===== config.mk =====
export PLATFORM = sky130hd
export DESIGN_NAME = muldiv_hilo_unit_flat
export DESIGN_NICKNAME = d
export VERILOG_FILES = /design/src/rtl/muldiv_hilo_unit_if.sv /design/src/rtl/muldiv_hilo_unit.sv /design/src/flat_wrapper.sv
export SDC_FILE = /design/constraint.sdc
export NUM_CORES = 1
export LEC_CHECK = 0
export CORE_ASPECT_RATIO = 0.9
export CORE_UTILIZATION = 61
export CTS_CLUSTER_SIZE = 40
export DETAILED_ROUTE_END_ITERATION = 7
export HOLD_SLACK_MARGIN = 0.15
export PLACE_DENSITY = 0.84
export SLEW_MARGIN = 20
export SYNTH_ARGS = -nofsm -noshare
export SYNTH_HDL_FRONTEND = slang
export SYNTH_SLANG_ARGS = --single-unit

===== constraint.sdc =====
create_clock -name CLK -period 11.6 [get_ports CLK]
set_clock_uncertainty 0.2 [all_clocks]
set_input_delay 2.32 -clock CLK [delete_from_list [all_inputs] [get_ports CLK]]
set_output_delay 2.32 -clock CLK [all_outputs]
set_load 0.02 [all_outputs]

===== src/rtl/muldiv_hilo_unit_if.sv =====
// Operand/result bundle between the EX stage and the multiply/divide unit.
// The master drives the operation request; the slave owns HI/LO and status.
interface muldiv_hilo_unit_if #(
  parameter int unsigned WIDTH = 32
);
  logic             Start;
  logic [1:0]       Op;
  logic [WIDTH-1:0] BusA;
  logic [WIDTH-1:0] BusB;
  logic             WrHi;
  logic             WrLo;
  logic             Busy;
  logic             Done;
  logic [WIDTH-1:0] Hi;
  logic [WIDTH-1:0] Lo;

  modport master (
    output Start, Op, BusA, BusB, WrHi, WrLo,
    input  Busy, Done, Hi, Lo
  );

  modport slave (
    input  Start, Op, BusA, BusB, WrHi, WrLo,
    output Busy, Done, Hi, Lo
  );
endinterface


===== src/rtl/muldiv_hilo_unit.sv =====
// Iterative MULT/MULTU/DIV/DIVU unit owning the HI/LO registers.
// Signed ops run on magnitudes; the sign fix-up is applied when HI/LO are written.
module muldiv_hilo_unit #(
  parameter int unsigned WIDTH = 32,
  parameter int unsigned CNT_W = 6
) (
  input logic                 CLK,
  input logic                 Reset_L,
  muldiv_hilo_unit_if.slave   bus_io
);

  typedef enum logic [1:0] {StIdle, StCalc, StFix} state_e;

  state_e           state_q, state_d;
  logic [CNT_W-1:0] cnt_q, cnt_d;
  logic [WIDTH-1:0] acc_hi_q, acc_hi_d;
  logic [WIDTH-1:0] acc_lo_q, acc_lo_d;
  logic [WIDTH-1:0] opnd_q, opnd_d;
  logic             is_div_q, is_div_d;
  logic             neg_res_q, neg_res_d;
  logic             neg_rem_q, neg_rem_d;
  logic             div0_q, div0_d;
  logic [WIDTH-1:0] hi_q, hi_d;
  logic [WIDTH-1:0] lo_q, lo_d;
  logic             done_q, done_d;

  logic               signed_op;
  logic [WIDTH-1:0]   a_mag, b_mag;
  logic [WIDTH:0]     mul_sum;
  logic [WIDTH:0]     div_shift, div_diff;
  logic               div_ge;
  logic [2*WIDTH-1:0] prod;
  logic [WIDTH-1:0]   quot, rem;

  always_comb begin
    state_d   = state_q;
    cnt_d     = cnt_q;
    acc_hi_d  = acc_hi_q;
    acc_lo_d  = acc_lo_q;
    opnd_d    = opnd_q;
    is_div_d  = is_div_q;
    neg_res_d = neg_res_q;
    neg_rem_d = neg_rem_q;
    div0_d    = div0_q;
    hi_d      = hi_q;
    lo_d      = lo_q;
    done_d    = 1'b0;

    signed_op = ~bus_io.Op[0];
    a_mag = (signed_op && bus_io.BusA[WIDTH-1]) ? -bus_io.BusA : bus_io.BusA;
    b_mag = (signed_op && bus_io.BusB[WIDTH-1]) ? -bus_io.BusB : bus_io.BusB;

    // Multiply: add multiplicand into the high half when the current LSB is set,
    // then shift the whole {carry, hi, lo} right by one.
    mul_sum = {1'b0, acc_hi_q} + (acc_lo_q[0] ? {1'b0, opnd_q} : '0);

    // Divide: partial remainder shifts in the next dividend bit from acc_lo MSB.
    div_shift = {acc_hi_q, acc_lo_q[WIDTH-1]};
    div_diff  = div_shift - {1'b0, opnd_q};
    div_ge    = div_shift >= {1'b0, opnd_q};

    prod = {acc_hi_q, acc_lo_q};
    if (neg_res_q) prod = -prod;
    quot = neg_res_q ? -acc_lo_q : acc_lo_q;
    if (div0_q) quot = '1;
    rem  = neg_rem_q ? -acc_hi_q : acc_hi_q;

    unique case (state_q)
      StIdle: begin
        if (bus_io.Start) begin
          is_div_d  = bus_io.Op[1];
          neg_res_d = signed_op & (bus_io.BusA[WIDTH-1] ^ bus_io.BusB[WIDTH-1]);
          neg_rem_d = signed_op & bus_io.BusA[WIDTH-1];
          div0_d    = bus_io.Op[1] & (bus_io.BusB == '0);
          opnd_d    = b_mag;
          acc_lo_d  = a_mag;
          acc_hi_d  = '0;
          cnt_d     = '0;
          state_d   = StCalc;
        end else begin
          if (bus_io.WrHi) hi_d = bus_io.BusA;
          if (bus_io.WrLo) lo_d = bus_io.BusA;
        end
      end
      StCalc: begin
        if (is_div_q) begin
          acc_hi_d = div_ge ? div_diff[WIDTH-1:0] : div_shift[WIDTH-1:0];
          acc_lo_d = {acc_lo_q[WIDTH-2:0], div_ge};
        end else begin
          acc_hi_d = mul_sum[WIDTH:1];
          acc_lo_d = {mul_sum[0], acc_lo_q[WIDTH-1:1]};
        end
        cnt_d = cnt_q + CNT_W'(1);
        if (cnt_q == CNT_W'(WIDTH - 1)) state_d = StFix;
      end
      StFix: begin
        if (is_div_q) begin
          hi_d = rem;
          lo_d = quot;
        end else begin
          hi_d = prod[2*WIDTH-1:WIDTH];
          lo_d = prod[WIDTH-1:0];
        end
        done_d  = 1'b1;
        state_d = StIdle;
      end
      default: state_d = StIdle;
    endcase
  end

  always_ff @(posedge CLK or negedge Reset_L) begin
    if (!Reset_L) begin
      state_q   <= StIdle;
      cnt_q     <= '0;
      acc_hi_q  <= '0;
      acc_lo_q  <= '0;
      opnd_q    <= '0;
      is_div_q  <= 1'b0;
      neg_res_q <= 1'b0;
      neg_rem_q <= 1'b0;
      div0_q    <= 1'b0;
      hi_q      <= '0;
      lo_q      <= '0;
      done_q    <= 1'b0;
    end else begin
      state_q   <= state_d;
      cnt_q     <= cnt_d;
      acc_hi_q  <= acc_hi_d;
      acc_lo_q  <= acc_lo_d;
      opnd_q    <= opnd_d;
      is_div_q  <= is_div_d;
      neg_res_q <= neg_res_d;
      neg_rem_q <= neg_rem_d;
      div0_q    <= div0_d;
      hi_q      <= hi_d;
      lo_q      <= lo_d;
      done_q    <= done_d;
    end
  end

  assign bus_io.Busy = (state_q != StIdle);
  assign bus_io.Done = done_q;
  assign bus_io.Hi   = hi_q;
  assign bus_io.Lo   = lo_q;

endmodule


===== src/flat_wrapper.sv =====
// flat-port wrapper written by rule: the top's interface ports become plain ports
module muldiv_hilo_unit_flat 
#(
  parameter int unsigned WIDTH = 32,
  parameter int unsigned CNT_W = 6
)
  (CLK, Reset_L, bus_io_Start, bus_io_Op, bus_io_BusA, bus_io_BusB, bus_io_WrHi, bus_io_WrLo, bus_io_Busy, bus_io_Done, bus_io_Hi, bus_io_Lo);
  muldiv_hilo_unit_if #(.WIDTH(WIDTH)) bus_io_i ();
  input logic CLK;
  input logic Reset_L;
  input wire logic [$bits(bus_io_i.Start)-1:0] bus_io_Start;
  input wire logic [$bits(bus_io_i.Op)-1:0] bus_io_Op;
  input wire logic [$bits(bus_io_i.BusA)-1:0] bus_io_BusA;
  input wire logic [$bits(bus_io_i.BusB)-1:0] bus_io_BusB;
  input wire logic [$bits(bus_io_i.WrHi)-1:0] bus_io_WrHi;
  input wire logic [$bits(bus_io_i.WrLo)-1:0] bus_io_WrLo;
  output wire logic [$bits(bus_io_i.Busy)-1:0] bus_io_Busy;
  output wire logic [$bits(bus_io_i.Done)-1:0] bus_io_Done;
  output wire logic [$bits(bus_io_i.Hi)-1:0] bus_io_Hi;
  output wire logic [$bits(bus_io_i.Lo)-1:0] bus_io_Lo;
  assign bus_io_i.Start = bus_io_Start;
  assign bus_io_i.Op = bus_io_Op;
  assign bus_io_i.BusA = bus_io_BusA;
  assign bus_io_i.BusB = bus_io_BusB;
  assign bus_io_i.WrHi = bus_io_WrHi;
  assign bus_io_i.WrLo = bus_io_WrLo;
  assign bus_io_Busy = bus_io_i.Busy;
  assign bus_io_Done = bus_io_i.Done;
  assign bus_io_Hi = bus_io_i.Hi;
  assign bus_io_Lo = bus_io_i.Lo;
  muldiv_hilo_unit #(.WIDTH(WIDTH), .CNT_W(CNT_W)) u_core (.CLK(CLK), .Reset_L(Reset_L), .bus_io(bus_io_i));
endmodule

After elaboration in Yosys (flattened, before gate mapping)
Index checks and enable logic that the tools add are counted.
{"block": "op_classes", "add_sub_neg": 8, "muxes": 28, "n_bitwise": 5, "reduce_logical": 12, "order_cmp": 1, "n_eq_ne": 8}
{"operator": "two-way mux 32 bit", "n": 17}
{"operator": "one-hot mux 32 bit (2 select lines)", "n": 4}
{"operator": "negator 32 bit", "n": 4}
{"operator": "two-way mux 64 bit", "n": 1}
{"operator": "negator 64 bit", "n": 1}
{"operator": "adder 32 x 32 -> 33 bit", "n": 1}
{"operator": ">= comparator 33 x 32 -> 1 bit", "n": 1}
{"operator": "logical NOT 32 bit", "n": 1}
{"operator": "subtractor 32 bit", "n": 1}
{"operator": "one-hot mux 6 bit (2 select lines)", "n": 1}
{"operator": "inequality test 2 bit, second input constant", "n": 4}
{"operator": "adder 6 x 1 -> 6 bit, second input constant", "n": 1}
{"operator": "equality test 6 x 5 -> 1 bit, second input constant", "n": 1}
{"operator": "two-way mux 6 bit", "n": 1}
{"operator": "AND reduction 2 bit", "n": 3}
{"operator": "AND reduction 3 bit", "n": 2}
{"operator": "nonzero test 2 bit", "n": 3}
{"operator": "two-way mux 2 bit", "n": 2}
{"operator": "one-hot mux 2 bit (2 select lines)", "n": 1}
{"operator": "bitwise AND 1 bit", "n": 3}
{"operator": "equality test 2 x 1 -> 1 bit, second input constant", "n": 1}
{"operator": "equality test 2 bit, second input constant", "n": 1}
{"operator": "logical AND 1 bit", "n": 2}
{"operator": "logical NOT 2 bit", "n": 1}
{"operator": "4 further kinds", "n": 4}
{"block": "word_totals", "in_bits": 71, "out_inout_bits": 66, "elab_cells": 74, "reg_bits": 173}

Logic depth before layout (Yosys ltp)
{"block": "depth", "word_depth": 5, "mapped_depth": 15, "mapped_depth_nobuf": 14}

Worst setup path after synthesis
Ideal clock, no wire load.
{"block": "synth_path", "path_kind": "input -> register", "from": "input bus_io_BusB[1]", "to": "register u_core.opnd_q[25]", "setup_ns": 0.134, "path_stages": 10, "path_buffers": 0, "t_required_ns": 11.266, "setup_slack_ns": 6.871, "arrival_ns": 4.395, "cell_sequence": "or4_1 > nor4_1 > inv_1 > nor2_1 > and2_1 > nand2_1 > nor4_1 > a21oi_1 > xnor2_1 > o21ai_0"}
{"block": "synth_between", "elab_chain_cells": 2}
{"element": "start, declared", "line_no": "flat_wrapper.sv:14", "source": "input wire logic [$bits(bus_io_i.BusB)-1:0] bus_io_BusB;"}
{"element": "negator 32 bit", "line_no": "muldiv_hilo_unit.sv:51", "source": "b_mag = (signed_op && bus_io.BusB[WIDTH-1]) ? -bus_io.BusB : bus_io.BusB;"}
{"element": "two-way mux 32 bit", "line_no": "muldiv_hilo_unit.sv:51"}
{"element": "end signal, assigned", "line_no": "muldiv_hilo_unit.sv:130", "source": "opnd_q <= opnd_d;"}
{"element": "end, declared", "line_no": "muldiv_hilo_unit.sv:18", "source": "logic [WIDTH-1:0] opnd_q, opnd_d;"}
Every way passes these cells.
A chain may end at the register's enable or synchronous reset.

Worst setup path after layout
{"block": "layout_path", "from": "input bus_io_BusB[0]", "to": "register u_core.opnd_q[28]"}
The elaborated chain is that of the path after synthesis.

==> impl_metrics.env <==
export IMPL_yosys_cell_types_count=69
export IMPL_pwr_share_clk_pct=13.1
export IMPL_drtPass1Iterations=5
export IMPL_yosysSeqAreaShare_pct=30.4
export IMPL_start_util_pct=62.7
export IMPL_cts_tree="built"
export IMPL_core_mm2=0.0227
export IMPL_period_needed_ns=5.27
export IMPL_synth_seq_cells=173
export IMPL_final_setup_tns_ns=0
export IMPL_synth_fp_nets=1893
export IMPL_power_total_mw=4.52
export IMPL_vdd_drop_max_v=0.000302
export IMPL_status="finished, final reports clean"
export IMPL_crit_path_max_incr_delay_ns=0.75
export IMPL_num_vias=14000
export IMPL_crit_arrival_ns=5.44
export IMPL_async_reset_ff_share_pct=100
export IMPL_grt_pass1_vias=13300
export IMPL_clockRootBuffer="clkbuf_16"
export IMPL_antenna_found_initial=0
export IMPL_synth_xor_area_share_pct=9.97
export IMPL_cts_buffers=17
export IMPL_clock_sinks=173
export IMPL_setup_viol=0
export IMPL_synth_compound_area_share_pct=26.1
export IMPL_crit_chain="clkdlybuf4s50_1 > inv_1 > ha_1 > nor3b_1 > nand3b_1 > nor2_1 > and3_1 > nor4b_1 > a21oi_1 > xnor2_1 > o21ai_0"
export IMPL_hp_class="reg2reg"
export IMPL_post_route_drc_count=0
export IMPL_grt_pass1_wl_um=68600
export IMPL_p_leak_nw=6.72
export IMPL_cts_setup_buffers=0
export IMPL_crit_required_ns=11.77
export IMPL_r2r_end="u_core.acc_hi_q[30]$_DFFE_PN0P_"
export IMPL_fp_dieW_um=163
export IMPL_cts_htree_levels=4
export IMPL_cts_hold_buf=0
export IMPL_startpoint_type="input port"
export IMPL_r2r_slack_ns=6.88
export IMPL_p_sw_share_pct=48.9
export IMPL_postSynthAreaPerCell_um2=8.13
export IMPL_fillers=1811
export IMPL_drt_wirelength_per_cell_um=20.0
export IMPL_synth_fa_ha_area_share_pct=6.35
export IMPL_timing_fmax_ghz=0.190
export IMPL_p_seq_share_pct=25.4
export IMPL_hold_viol=0
export IMPL_synth_area_leader_cell="dfrtp_1"
export IMPL_place_gp_congestion=0.921
export IMPL_finalInstanceArea_mm2=0.0163
export IMPL_cp_max_fo=5
export IMPL_whs_ns=0.283
export IMPL_syn_inst=1751
export IMPL_combPwrFrac_pct=61.5
export IMPL_drive_gt1_share_pct=4.64
export IMPL_fin_util_pct=71.8
export IMPL_crit_start="bus_io_BusB[0]"
export IMPL_synth_mux_area_fraction_pct=5.58
export IMPL_avgViaCountPerCell=6.58
export IMPL_synth_area_mm2=0.0142
export IMPL_hpwlAfterDp_um=30500
export IMPL_p_sw_mw=2.21
export IMPL_synth_simple_area_share_pct=17.0
export IMPL_place_area_mm2=0.0157
export IMPL_overflow=0
export IMPL_crit_type="in2reg"
export IMPL_ctsLongestPathBuffers=2
export IMPL_netlist_area_leader_share_pct=30.4
export IMPL_die_height_um=147
export IMPL_netlist_top_cells_area="dfrtp_1 (30%), a21oi_1 (7.5%), ha_1 (6.1%)"
export IMPL_rows=52
export IMPL_fin_crit_sh_pct=45.4
export IMPL_io_pins=137
export IMPL_synth_ff_type="dfrtp_1"
export IMPL_yosys_warnings=0
export IMPL_slowest_stage="nor4b_1"
export IMPL_numPortBuffers=136
export IMPL_rsz0062_at_grt="no"
export IMPL_fin_nets=1961
export IMPL_grt_max_degree=91
export IMPL_p_int_mw=2.31
export IMPL_worstRegToRegCells=14
export IMPL_worstMarginPinSlew_ns=1.13
export IMPL_drv_cap=0
export IMPL_dieArea_mm2=0.0239
export IMPL_synth_edf_count=0
export IMPL_clk_latency_ns=0.46
export IMPL_grt_use_total_pct=35.9
export IMPL_post_cts_resized=0
export IMPL_relSlewSlack_pct=24.5
export IMPL_area_growth_pct=14.6
export IMPL_endpoint_kind="register"
export IMPL_path_clk_slew_ns=0.08
export IMPL_synth_top_family_by_area="compound AO/OA/AOI/OAI gates"
export IMPL_ant_nets=0
export IMPL_worstSetupEndpoint="u_core.opnd_q[28]$_DFFE_PN0P_"
export IMPL_diodes=0
export IMPL_r2r_start="u_core.acc_lo_q[0]$_DFFE_PN0P_"
export IMPL_wirelength_um=42600
export IMPL_powerDensity_mw_per_mm2=277
export IMPL_drt_iter0_markers=1451
export IMPL_drv_slew=0
-- Yosys cell counts (7+ instances only) --
cell      instances
a21o_1           30
mux2i_1          67
nand4_1           8
nor2b_1          20
a31oi_1          13
nor3_1           26
nand3_1          29
inv_1            66
o211a_1           8
a211oi_1         33
o41ai_1           7
clkbuf_1         88
or3_1            23
o21a_1           11
nor4_1           19
xnor2_1          84
a221o_1          33
o211ai_1         16
and2_1           16
nand2_1         150
mux2_2           11
and3_1           14
or2_2             7
nand2b_1         17
xor2_1           78
buf_1             7
nor2_1          151
a22oi_1           7
o21ai_0         147
a21oi_1         212
o31ai_1          21
ha_1             69
or4_1             9
dfrtp_1         173
-- metal layers --
layer  GRT usage (%)  wire, um
met5               0         0
met3            5.70      3470
met2            56.1     19400
met1            49.8     18300
met4            14.1      1410
-- state kept, by name (all words and copies together) (netlist names) --
name	cells
u_core.neg_res_q	1
u_core.bus_io.Hi	32
u_core.div0_q	1
u_core.opnd_q	32
u_core.acc_hi_q	32
u_core.cnt_q	6
u_core.acc_lo_q	32
u_core.neg_rem_q	1
u_core.is_div_q	1
u_core.bus_io.Lo	32
u_core.bus_io.Done	1
u_core.state_q	2
-- cell usage in the layout (no fill, tap or decap), types with 11 or more instances in the layout --
cell type and instances:
a21o_1 30, ha_1 69, o21a_1 11, a221o_1 33, o21ai_0 147, nor3_1 26
o211ai_1 16, nor2_1 151, clkbuf_16 17, or3_1 23, nor4_1 19, nor2b_1 19
mux2i_1 67, o31ai_1 21, xnor2_1 84, nand3_1 29, and3_1 14, inv_1 66
buf_4 15, dfrtp_1 172, a211oi_1 33, mux2_2 11, xor2_1 78, nand2_1 149
a31oi_1 13, and2_1 16, nand2b_1 16, a21oi_1 212, clkdlybuf4s50_1 135
-- worst min-delay path by stage --
stage | start | end | slack (ns) | cells after the start
finish | u_core.opnd_q[11]$_DFFE_PN0P_ | u_core.opnd_q[11]$_DFFE_PN0P_ | 0.28 | 2
global route | u_core.opnd_q[14]$_DFFE_PN0P_ | u_core.opnd_q[14]$_DFFE_PN0P_ | 0.30 | 2
CTS | u_core.opnd_q[11]$_DFFE_PN0P_ | u_core.opnd_q[11]$_DFFE_PN0P_ | 0.29 | 2
detailed placement | u_core.opnd_q[11]$_DFFE_PN0P_ | u_core.opnd_q[11]$_DFFE_PN0P_ | 0.27 | 2
global placement | u_core.opnd_q[2]$_DFFE_PN0P_ | u_core.opnd_q[2]$_DFFE_PN0P_ | 0.27 | 2
floorplan | u_core.div0_q$_DFFE_PN0P_ | u_core.div0_q$_DFFE_PN0P_ | 0.25 | 2
-- layout make-up --
type	instances	area [um^2]	area share (%)
multi-input combinational	1410	9290	57.0
sequential	173	4330	26.5
timing repair buffer	151	1480	9.04
clock buffer	17	425	2.61
tap	297	372	2.28
inverter	66	248	1.52
clock inverter	15	170	1.04
-- through the flow --
stage	setup slack [ns]	cells
global route	6.13	2129
detailed placement	5.91	2097
CTS	6.37	2129
floorplan	6.87	1751
global placement	6.02	2097
finish	6.33	2129
-- power by group through the flow --
stage,logic (mW),clock network (mW),registers [mW]
global placement,2.64,0,1.14
CTS,2.73,0.595,1.14
floorplan,2.03,0,1.08
detailed placement,2.70,0,1.14
global route,3.05,0.617,1.18
finish,2.78,0.594,1.15
-- kinds of logic (layout without fill, tap and decap cells) --
family	count (synthesis)	in the layout
multiplexers	78	78
adder cells (fa/ha/maj)	71	71
XOR/XNOR	162	162
buffers and inverters	168	249
flip-flops	173	173
AND/OR/NAND/NOR	508	508
AO/OA/AOI/OAI	591	591
-- critical path, delay by kind of cell --
kind,cells,cell delay (ns)
compound gates,2,0.37
xor+xnor,1,0.17
fa+ha+maj,1,0.17
buf+inv,2,0.54
simple gates,5,1.87
Power figures use the tool's default switching activity.
